[config.mk]
export PLATFORM = sky130hd
export DESIGN_NAME = elastic_join_add_n
export DESIGN_NICKNAME = d
export VERILOG_FILES = /design/src/rtl/elastic_pkg.sv /design/src/rtl/elastic_fifo.sv /design/src/rtl/elastic_join_add_n.sv
export SDC_FILE = /design/constraint.sdc
export NUM_CORES = 1
export LEC_CHECK = 0
export ABC_AREA = 1
export BUFFER_PORTS_ARGS = -buffer_cell sky130_fd_sc_hd__buf_2
export CORE_ASPECT_RATIO = 1.2
export CORE_MARGIN = 5
export CORE_UTILIZATION = 45
export CTS_CLUSTER_DIAMETER = 80
export DETAILED_ROUTE_END_ITERATION = 7
export PLACE_DENSITY = 0.75
export SETUP_SLACK_MARGIN = 0.5
export SLEW_MARGIN = 40
export SYNTH_ARGS = -nofsm -noshare
export SYNTH_HDL_FRONTEND = slang
export SYNTH_HIERARCHICAL = 1
export SYNTH_SLANG_ARGS = --single-unit
[constraint.sdc]
create_clock -name clock -period 4.5 [get_ports clock]
set_input_delay 0.9 -clock clock [delete_from_list [all_inputs] [get_ports clock]]
set_output_delay 0.9 -clock clock [all_outputs]
set_load 0.005 [all_outputs]
[src/rtl/elastic_pkg.sv]
// elastic_pkg: shared sizing helpers for the elastic join/add stage
package elastic_pkg;
  function automatic int occ_w(input int depth);
    return $clog2(depth) + 1;
  endfunction
  localparam int DEPTH_DEF = 2;
  localparam int OCC_W = occ_w(DEPTH_DEF);
endpackage

[src/rtl/elastic_fifo.sv]
// elastic_fifo: DEPTH-entry FIFO with registered head (clock, reset, push, ready -> din in, dout/valid/occupancy out)
module elastic_fifo
  import elastic_pkg::*;
#(
  parameter int W = 33,
  parameter int DEPTH = 2
) (
  input  logic                     clock,
  input  logic                     reset,
  input  logic                     push,
  input  logic                     ready,
  input  logic [W-1:0]             din,
  output logic [W-1:0]             dout,
  output logic                     valid,
  output logic [occ_w(DEPTH)-1:0]  occupancy
);
  localparam int AW = $clog2(DEPTH);
  localparam int OW = occ_w(DEPTH);
  logic [W-1:0] mem [DEPTH];
  logic [AW-1:0] wptr, rptr;
  logic pop;
  assign valid = occupancy != '0;
  assign pop = valid & ready;
  always_ff @(posedge clock)
    if (push) mem[wptr] <= din;
  always_ff @(posedge clock) begin
    if (reset) begin
      wptr <= '0;
      rptr <= '0;
      occupancy <= '0;
      dout <= '0;
    end else begin
      if (push) wptr <= wptr + AW'(1);
      if (pop) rptr <= rptr + AW'(1);
      occupancy <= occupancy + OW'(push) - OW'(pop);
      if (push && (occupancy == '0 || (pop && occupancy == OW'(1))))
        dout <= din;
      else if (pop && occupancy > OW'(1))
        dout <= mem[rptr + AW'(1)];
    end
  end
endmodule

[src/rtl/elastic_join_add_n.sv]
// elastic_join_add_n: joins NUM_IN valid/ready channels, adds operands + INCR, buffers sum/carry (in_data/in_valid/in_ready -> out_data/out_carry/out_valid/out_ready, occupancy)
module elastic_join_add_n
  import elastic_pkg::*;
#(
  parameter int WIDTH = 32,
  parameter int NUM_IN = 2,
  parameter logic [WIDTH-1:0] INCR = '0,
  parameter int DEPTH = 2
) (
  input  logic                     clock,
  input  logic                     reset,
  input  logic [NUM_IN*WIDTH-1:0]  in_data,
  input  logic [NUM_IN-1:0]        in_valid,
  output logic [NUM_IN-1:0]        in_ready,
  output logic [WIDTH-1:0]         out_data,
  output logic                     out_carry,
  output logic                     out_valid,
  input  logic                     out_ready,
  output logic [occ_w(DEPTH)-1:0]  occupancy
);
  localparam int SW = WIDTH + $clog2(NUM_IN + 1);
  typedef struct packed {
    logic carry;
    logic [WIDTH-1:0] data;
  } entry_t;
  logic [SW-1:0] full;
  logic push;
  entry_t din, head;
  always_comb begin
    full = SW'(INCR);
    for (int i = 0; i < NUM_IN; i++) full = full + SW'(in_data[i*WIDTH +: WIDTH]);
  end
  assign din = '{carry: |full[SW-1:WIDTH], data: full[WIDTH-1:0]};
  assign push = &in_valid & (occupancy != occ_w(DEPTH)'(DEPTH)) & ~reset;
  assign in_ready = {NUM_IN{push}};
  elastic_fifo #(.W($bits(entry_t)), .DEPTH(DEPTH)) u_fifo (
    .clock(clock),
    .reset(reset),
    .push(push),
    .ready(out_ready),
    .din(din),
    .dout(head),
    .valid(out_valid),
    .occupancy(occupancy)
  );
  assign out_data = head.data;
  assign out_carry = head.carry;
endmodule
======== After elaboration in Yosys (flattened, before gate mapping) ========
Memories as Yosys holds them, arrays and structs flattened.
Index checks and enable logic that the tools add are counted.
Widths: inputs -> output; s select.
operators by class
  $lt $le $gt $ge ......................... 1
  bitwise gates (word level) .............. 4
  multiplexer cells ....................... 4
  reduce and logical (&&, ||, !) cells .... 9
  $add $sub $neg .......................... 5
  equality and inequality tests ........... 2
operators with widths
  cell                 count
  $mux 33              2
  $add 32x32->33       1
  $reduce_bool 2->1    2
  $and 1x1->1          3
  $logic_and 1x1->1    3
  $add 1x1->1 const B  2
  $add 2x1->2          1
  $eq 2x1->1 const B   1
  $gt 2x1->1 const B   1
  $logic_not 2->1      1
  $mux 1               2
  $ne 2x2->1 const B   1
  $reduce_and 2->1     1
  $reduce_or 2->1      1
  $sub 2x1->2          1
  $logic_or 1x1->1     1
  $not 1->1            1
word-level totals
  input bits .............................. 69
  register bits ........................... 37
  output and inout port bits .............. 38
  memories ................................ 1
  bits in writable memories ............... 66
  word-level logic and storage cells ...... 30
memories
  memory      depth  bits a word  rd ports  clocked after Yosys merged registers in  wr ports  line                RTL
  u_fifo.mem  2      33           1         0                                        1         elastic_fifo.sv:19  logic [W-1:0] mem [DEPTH];

======== Longest topological paths before layout ========
Gate-level depths: netlist of run 1.
  word-level depth ........................ 6
  mapped depth ............................ 16
  mapped depth without buffers ............ 16

======== Hierarchy ========
Netlist of run 1, hierarchy kept.
by module, submodules not included
  module              times used  cells an instance  area an instance (um^2)  seq. area each (um^2)
  elastic_fifo        1           499                4463.0                   2722.6
  elastic_join_add_n  1           510                2511.2                   0.0

======== Worst setup path before layout of run 1 ========
OpenSTA, ideal clock, no wires.
  kind .................................... input-to-reg
  start point ............................. in in_valid[0]
  end point ............................... mem u_fifo.mem[0][0] (enable)
  setup slack ............................. 1.066 ns
  arrival time ............................ 3.010 ns
  required time ........................... 4.077 ns
  stages .................................. 4
  library setup time ...................... 0.423 ns
  buffers on the path ..................... 0
  path through ............................ nand2_1 > a211oi_1 > inv_2 > nor2_1
on the way
  longest elaborated chain between the ends .. 5
RTL lines
  element                       line                      RTL
  start, declared               elastic_join_add_n.sv:13  input logic [NUM_IN-1:0] in_valid,
  $reduce_and 2->1              elastic_join_add_n.sv:34  assign push = &in_valid & (occupancy != occ_w(DEPTH)'(DEPTH)) & ~reset;
  $and 1x1->1 (2 in a row)      elastic_join_add_n.sv:34
  net push                      elastic_join_add_n.sv:27  logic push;
  $mux 1                        elastic_fifo.sv:25        if (push) mem[wptr] <= din;
  $mux 1 (not written as such)  elastic_fifo.sv:25
  end, declared                 elastic_fifo.sv:19
The timed path passes the listed nets, and every way through them passes these cells.

======== Worst setup path in the final report of run 1 ========
  start point ............................. in reset
  end point ............................... reg u_fifo.dout[0]
on the way
  longest elaborated chain between the ends .. 4
  elaborated cells between the ends (all ways) .. 5
  classes of those cells .................. mux (1); bitwise (2); reduce/logical (2)
RTL lines
  element                                       line                      RTL
  start, declared                               elastic_join_add_n.sv:11  input logic reset,
  $not 1->1                                     elastic_join_add_n.sv:34
  $and 1x1->1                                   elastic_join_add_n.sv:34
  $logic_and 1x1->1                             elastic_fifo.sv:36        if (push && (occupancy == '0 || (pop && occupancy == OW'(1))))
  $mux 33 or $reduce_bool 2->1 (tied branches)  --
  end signal, assigned                          elastic_fifo.sv:37        dout <= din;
  end signal, assigned                          elastic_fifo.sv:39        dout <= mem[rptr + AW'(1)];
  end, declared                                 elastic_fifo.sv:13        output logic [W-1:0] dout,
Parallel ways exist; a longest one is shown, timed or not.
A chain may end at the register's enable or synchronous reset.

==> flow_metrics.py, run 1 <==
metrics = {
    "synthesis": {
        "synth_top_family_by_area": "simple AND/OR/NAND/NOR gates",
        "synthFlopType": "edfxtp_1",
        "netlist_instances": 1009,
        "synthArstFlopShare_pct": 0,
        "yosys.area.top_type_share_pct": 28.4,
        "yosysUniqueCellTypes": 35,
        "synth-edff-count": 66,
        "yosys.area_share.simple_pct": 41.3,
        "yosys-top-cells-area": "edfxtp_1 28%, nand2_1 23%, dfxtp_1 11%, inv_1 6.3%, ha_1 5.9%",
        "synth-warning-count": 6,
        "ys_seq_area_share_pct": 39.0,
        "ys_top_cells_by_count": "428 x nand2_1, 117 x inv_1, 106 x nor2_1",
        "synth.avg_cell_area_sq_um": 6.91,
        "synth_nets": 1112,
        "synth_area_sq_mm": 0.00697,
        "yosysMostFrequentCell": "nand2_1",
        "synth_compound_area_share_pct": 2.19,
        "synth_xor_area_share_pct": 1.88,
        "synth_fa_ha_area_share_pct": 6.21,
        "synthMuxAreaShare_pct": 0,
        "synth_top_cell_by_area": "edfxtp_1",
        "synth-seq-cells": 103,
    },
    "critical_path": {
        "cp.arrival_ps": 3010,
        "ff2ff_path_depth": 9,
        "cpMaxStageDelayCell": "a211oi_1",
        "cp-endpoint": "u_fifo/dout[0]",
        "path_class": "input port to flip-flop",
        "startpoint": "reset",
        "worstSetupEndpointType": "flip-flop",
        "r2r_start": "u_fifo/occupancy[1]",
        "critPathLaunchType": "input port",
        "critPathRequiredTime_ps": 4740,
        "r2r-end": "u_fifo/dout[0]",
        "crit_path_max_fanout": 36,
        "r2r_setup_slack_ps": 1960,
        "max_stage_delay_ps": 590,
        "crit_chain": "buf_2 -> a211oi_1 -> inv_2 -> nor2_8 -> nand2_2 -> buf_4 -> nand2_1 -> nand2_1 -> nor2_1 -> nor2_1",
    },
    "timing": {
        "hold_viol": 0,
        "slew-limit-headroom_pct": 54.2,
        "drv_slew": 0,
        "worst_slew_pin_slew_ps": 683,
        "min_period_ps": 2780,
        "max_freq_mhz": 360,
        "finalClockSkew_ps": 5.73,
        "setup_viol": 0,
        "fin_tns_setup_ps": 0,
        "whs_ps": 534,
        "finalCritPeriodShare_pct": 61.7,
        "rsz0062_at_grt": "false",
    },
    "drt": {
        "routed.top_layer": "met4",
        "drtIter0Drc": 363,
        "antenna_left": 0,
        "dr_wl_met2_microns": 8390,
        "wl_per_cell_microns": 12.6,
        "met3_length_microns": 669,
        "met1_length_microns": 7220,
        "drc": 0,
        "vias": 6198,
        "vias_per_cell": 4.72,
        "dr.pass1.iters": 5,
        "routed_wl_microns": 16500,
    },
    "grt": {
        "antenna_found_initial": 0,
        "track_usage_pct": 18.5,
        "grt_overflow": 0,
        "grt_pass1_wl_microns": 27200,
        "grt_max_degree": 37,
        "grt_pass1_vias": 5931,
    },
    "cts": {
        "cts_htree_levels": 3,
        "cts_resized": 0,
        "cts_root_buf": "clkbuf_16",
        "cts_tree": "yes",
        "clk_pin_slew_ps": 70,
        "cts_buffer_depth": 2,
        "clock_latency_ps": 340,
        "cts_made_buffers": 9,
        "post_cts_buffers": 0,
        "cts.sinks": 103,
        "holdBufCountCts": 0,
    },
    "cells_and_area": {
        "drive_above_1_share_pct": 16.4,
        "finalNetCount": 1206,
        "final_cells": 1312,
        "area_delta_synth_final_pct": 14.0,
        "diodes": 0,
    },
    "floorplan": {
        "die_height_microns": 146,
        "ios": 107,
        "row_count": 49,
        "die_w_microns": 124,
        "core_area_sq_mm": 0.0151,
        "start_util_pct": 46.2,
        "die_area_sq_mm": 0.0181,
    },
    "placed_design": {
        "port_buffers": 106,
        "routabilityCongestion": 0.908,
        "dp_hpwl_microns": 12700,
        "placed_cells": 1296,
    },
    "run_status": {
        "status": "completed",
    },
    "pwr": {
        "total_leakage_power_nw": 4.29,
        "powerDensity_mw_per_mm2": 379,
        "ir_worst_vdd_mv": 0.193,
    },
    "run": {
        "maxCapViolations": 0,
    },
    "min_path": {
        "hold_path_class": "flip-flop to flip-flop",
        "hold_start": "u_fifo/wptr",
    },
}
-- area by class of cell --
type | instances | area [sq um]
Sequential cell | 103 | 2720
Fill cell | 1520 | 7130
Clock buffer | 12 | 267
Tap cell | 204 | 255
Clock inverter | 4 | 28.8
Multi-Input combinational cell | 746 | 3600
Inverter | 129 | 485
Timing Repair Buffer | 114 | 591
-- registers in the layout, indices dropped and copies added, names as in the netlist --
register,cells
u_fifo/dout,33
u_fifo/wptr,1
u_fifo/occupancy,2
u_fifo/mem,66
u_fifo/rptr,1
-- report_power, final --
group / switching, mW / internal [mW] / total (mW)
Sequential: 0.0585 / 1.14 / 1.20
Combinational: 0.672 / 0.391 / 1.06
Clock: 0.324 / 0.420 / 0.745
-- through the flow --
stage                     area (sq um)  total power, mW  util (%)  setup slack, ps
final                             7950             3.01      52.7             1720
after global routing              7950             3.23      52.7             1470
after CTS                         7950             3.03      52.7             1740
after detailed placement          7650             2.29      50.7             1370
after global placement            7650             2.27      50.7             1510
after floorplan                   6970             1.97         -             1070
-- how the worst min path moves through the flow --
stage	slack, ps	to	depth (start not counted)
after global placement	520	u_fifo/wptr	2
after floorplan	490	u_fifo/wptr	2
final	530	u_fifo/wptr	2
after detailed placement	530	u_fifo/wptr	2
after global routing	570	u_fifo/wptr	2
after CTS	540	u_fifo/wptr	2
-- per-layer routing --
metal,vias up,track usage [%]
li1,3322,-
met1,2734,23.1
met2,127,33.4
met3,15,2.17
met4,0,4.43
met5,-,0
-- cells in the final DEF, fill, tap and decap left out --
| cell | instances |
|---|---|
| nor4_1 | 1 |
| a21oi_1 | 20 |
| a21oi_2 | 1 |
| o21bai_1 | 1 |
| a21boi_2 | 1 |
| nor2_8 | 1 |
| o21ai_0 | 2 |
| nand3b_1 | 34 |
| clkinv_4 | 1 |
| buf_2 | 106 |
| nand3_2 | 5 |
| nand2_1 | 427 |
| nor3_2 | 5 |
| ha_1 | 33 |
| inv_1 | 117 |
| nand3_1 | 59 |
| nor2_2 | 5 |
| a211oi_1 | 1 |
| nand2_2 | 21 |
| inv_2 | 11 |
| clkbuf_8 | 3 |
| xor2_1 | 14 |
| nor2_1 | 105 |
| a21o_1 | 1 |
| edfxtp_1 | 66 |
| dfxtp_1 | 37 |
| buf_4 | 8 |
| clkinv_2 | 2 |
| fa_1 | 1 |
| nand4_1 | 3 |
| nand2_4 | 1 |
| xnor2_1 | 1 |
| or2_1 | 1 |
| clkbuf_16 | 9 |
| clkinvlp_4 | 2 |
| nor3_1 | 2 |
-- logic make-up after synthesis --
group	after synthesis
compound gates	27
flops	103
xor+xnor	15
simple gates	670
fa+ha+maj	34
buf+inv	160
-- critical path, delay by kind of cell --
| family | cells | cell delay [ps] |
|---|---|---|
| AOI/OAI and AO/OA | 1 | 590 |
| and+or+nand+nor | 6 | 780 |
| buffers and inverters | 3 | 730 |
Note: power is estimated with default switching activity, not from simulation.
==> run 2: changes to the inputs <==
--- a/config.mk
+++ b/config.mk
@@ -12,7 +12,7 @@
 export CORE_UTILIZATION = 45
 export CTS_CLUSTER_DIAMETER = 80
 export DETAILED_ROUTE_END_ITERATION = 7
-export PLACE_DENSITY = 0.75
+export PLACE_DENSITY = 0.77
 export SETUP_SLACK_MARGIN = 0.5
 export SLEW_MARGIN = 40
 export SYNTH_ARGS = -nofsm -noshare
==> constraint.sdc (replaced) <==
create_clock -name clock -period 2.25 [get_ports clock]
set_input_delay 0.45 -clock clock [delete_from_list [all_inputs] [get_ports clock]]
set_output_delay 0.45 -clock clock [all_outputs]
set_load 0.005 [all_outputs]
==> run 2 against run 1 <==
Net effect: sequential power up 99%; die area stayed put; clock power rose by 110%; sequential cell count unchanged; worst hold slack lost 160 ps; design area grew 22%; critical path type unchanged; cell count grew 4.7%; critical path depth rose by 7; sequential share of layout area decreased by 6.2 points; largest power group is now combinational logic; clock-buffer cell count increased by 1; clock skew increased by 6.4 ps; non-clock buffer count grew 61.
==> flow_metrics.py, run 2 (synthesis gave the netlist of run 1 again) <==
metrics = {
    "run_status": {
        "status": "completed",
    },
    "floorplan": {
        "ios": 107,
        "die_height_microns": 146,
        "die_area_sq_mm": 0.0181,
        "die_w_microns": 124,
        "core_area_sq_mm": 0.0151,
        "row_count": 49,
        "start_util_pct": 46.2,
    },
    "critical_path": {
        "cpMaxStageDelayCell": "fa_2",
        "critPathLaunchType": "input port",
        "worstSetupEndpointType": "flip-flop",
        "max_stage_delay_ps": 400,
        "critPathRequiredTime_ps": 2480,
        "crit_family": "simple AND/OR/NAND/NOR gates",
        "crit_buf_inv": 1,
        "ff2ff_path_depth": 9,
        "crit_cells": 17,
        "path_class": "input port to flip-flop",
        "crit_chain": "buf_6 -> ha_4 -> fa_2 -> nand3_2 -> nand3_2 -> nand2_1 -> nand2_2 -> nand2_2 -> nand2_4 -> nand2_2 -> nand2_1 -> nand2_1 -> nand2_2 -> nand3_2 -> nand2_1 -> nor2_1 -> nor2_1",
        "cp.arrival_ps": 2150,
        "crit_path_max_fanout": 4,
    },
    "cts": {
        "cts_tree": "yes",
        "cts_root_buf": "clkbuf_16",
        "cts.sinks": 103,
        "cts_made_buffers": 9,
        "cts_htree_levels": 3,
        "holdBufCountCts": 0,
        "clk_pin_slew_ps": 60,
        "cts_buffer_depth": 2,
        "clock_latency_ps": 340,
    },
    "grt": {
        "grt_pass1_wl_microns": 29700,
        "grt_pass1_vias": 6346,
        "use_met3_pct": 1.86,
        "grt_overflow": 0,
        "grt-busiest-layer": "met2",
        "grt.met1_usage_pct": 25.7,
        "track_usage_pct": 20.3,
        "antenna_found_initial": 0,
        "gr-usage-met2_pct": 36.3,
        "grt_max_degree": 36,
    },
    "cells_and_area": {
        "mostFrequentLayoutCell": "nand2_1",
        "fin_area_sq_mm": 0.00973,
        "drive_above_1_share_pct": 35.0,
        "nFillCells": 1289,
        "regMostFlops": "u_fifo/mem",
        "finalNetCount": 1268,
        "area_delta_synth_final_pct": 39.5,
        "top_regs": "u_fifo/mem x66, u_fifo/dout x33, u_fifo/occupancy x2",
        "largest_register_ffs": 66,
        "layout_common_cells": "355 x nand2_1, 109 x inv_1, 102 x buf_2, 85 x nor2_1, 75 x nand2_2",
        "diodes": 0,
    },
    "run": {
        "maxCapViolations": 0,
    },
    "drt": {
        "antenna_left": 0,
        "dr.pass1.iters": 5,
        "drtIter0Drc": 493,
        "vias": 6977,
        "vias_per_cell": 5.08,
        "drc": 0,
        "wl_per_cell_microns": 15.3,
        "routed_wl_microns": 21100,
    },
    "timing": {
        "drv_slew": 0,
        "hold_viol": 0,
        "slew-limit-headroom_pct": 55.8,
        "max_freq_mhz": 522,
        "finalCritPeriodShare_pct": 85.1,
        "setup_viol": 0,
        "fin_tns_setup_ps": 0,
        "rsz0062_at_grt": "true",
        "finalClockSkew_ps": 12.1,
        "worst_slew_pin_slew_ps": 658,
        "min_period_ps": 1920,
    },
    "placed_design": {
        "dp_hpwl_microns": 13300,
        "port_buffers": 106,
        "routabilityCongestion": 0.906,
        "dpl_cell_area_sq_mm": 0.00810,
    },
    "pwr": {
        "ir_worst_vdd_mv": 0.359,
        "powerDensity_mw_per_mm2": 719,
        "total_leakage_power_nw": 4.87,
    },
    "min_path": {
        "whs_path_depth": 2,
        "hold_path_class": "input port to flip-flop",
    },
}
==> run 2: repair_timing <==
item | CTS | global route
endpoints found under the hold margin | 0 | 0
endpoints found under the setup margin | 45 | 60
pin swaps | 31 | 60
setup buffers | 13 | 25
resized for setup | 57 | 141
gates cloned | 0 | 9
==> run 2: worst paths after layout <==
check	startpoint	end	slack, ps
worst min register to register	u_fifo/wptr	u_fifo/wptr	550
worst min-delay path	reset	u_fifo/occupancy[0]	380
worst max register to register	u_fifo/occupancy[0]	u_fifo/dout[12]	460
worst max-delay path	in_data[0]	u_fifo/dout[28]	330
==> run 2: per-stage QoR <==
stage                     instances  util, %  total power [mW]  hold slack, ps  setup WS (ps)
after floorplan                1009        -              4.01             518            299
after global placement         1311     53.7              4.71             535          -16.2
after detailed placement       1311     53.7              4.75             554          -42.0
after CTS                      1340     58.3              6.49             362            377
after global routing           1374     64.5              7.41             375            246
final                          1374     64.5              7.00             376            334
==> run 2: power by group <==
group / internal (mW) / leakage, nW / total, mW / switching (mW)
Clock: 0.935 / 0.152 / 1.60 / 0.667
Combinational: 1.25 / 3.81 / 3.00 / 1.75
Sequential: 2.29 / 0.905 / 2.39 / 0.100
==> run 2: area by class of cell <==
type                            count  area, sq um  share of cell area (%)
Multi-Input combinational cell    747         4640                    47.7
Sequential cell                   103         2730                    28.0
Timing Repair Buffer              175         1310                    13.5
Inverter                          129          488                    5.02
Clock buffer                       13          260                    2.67
Tap cell                          204          255                    2.62
Clock inverter                      3         50.0                   0.514
==> run 2: worst reg2reg max path, cell delays in order, from the launching register on <==
cell       delay, ps
dfxtp_4          350
inv_2             40
a211oi_4         280
inv_2            120
nor2_8           250
buf_6            140
a21boi_4         100
clkbuf_16        200
nor2_1           140
nor2_1            60
==> run 2: layer usage <==
layer / vias up / share of wire [%]
met5: - / 0
li1: 3442 / -
met4: 0 / 2.2
met1: 3233 / 39
met2: 263 / 53
met3: 39 / 5.5
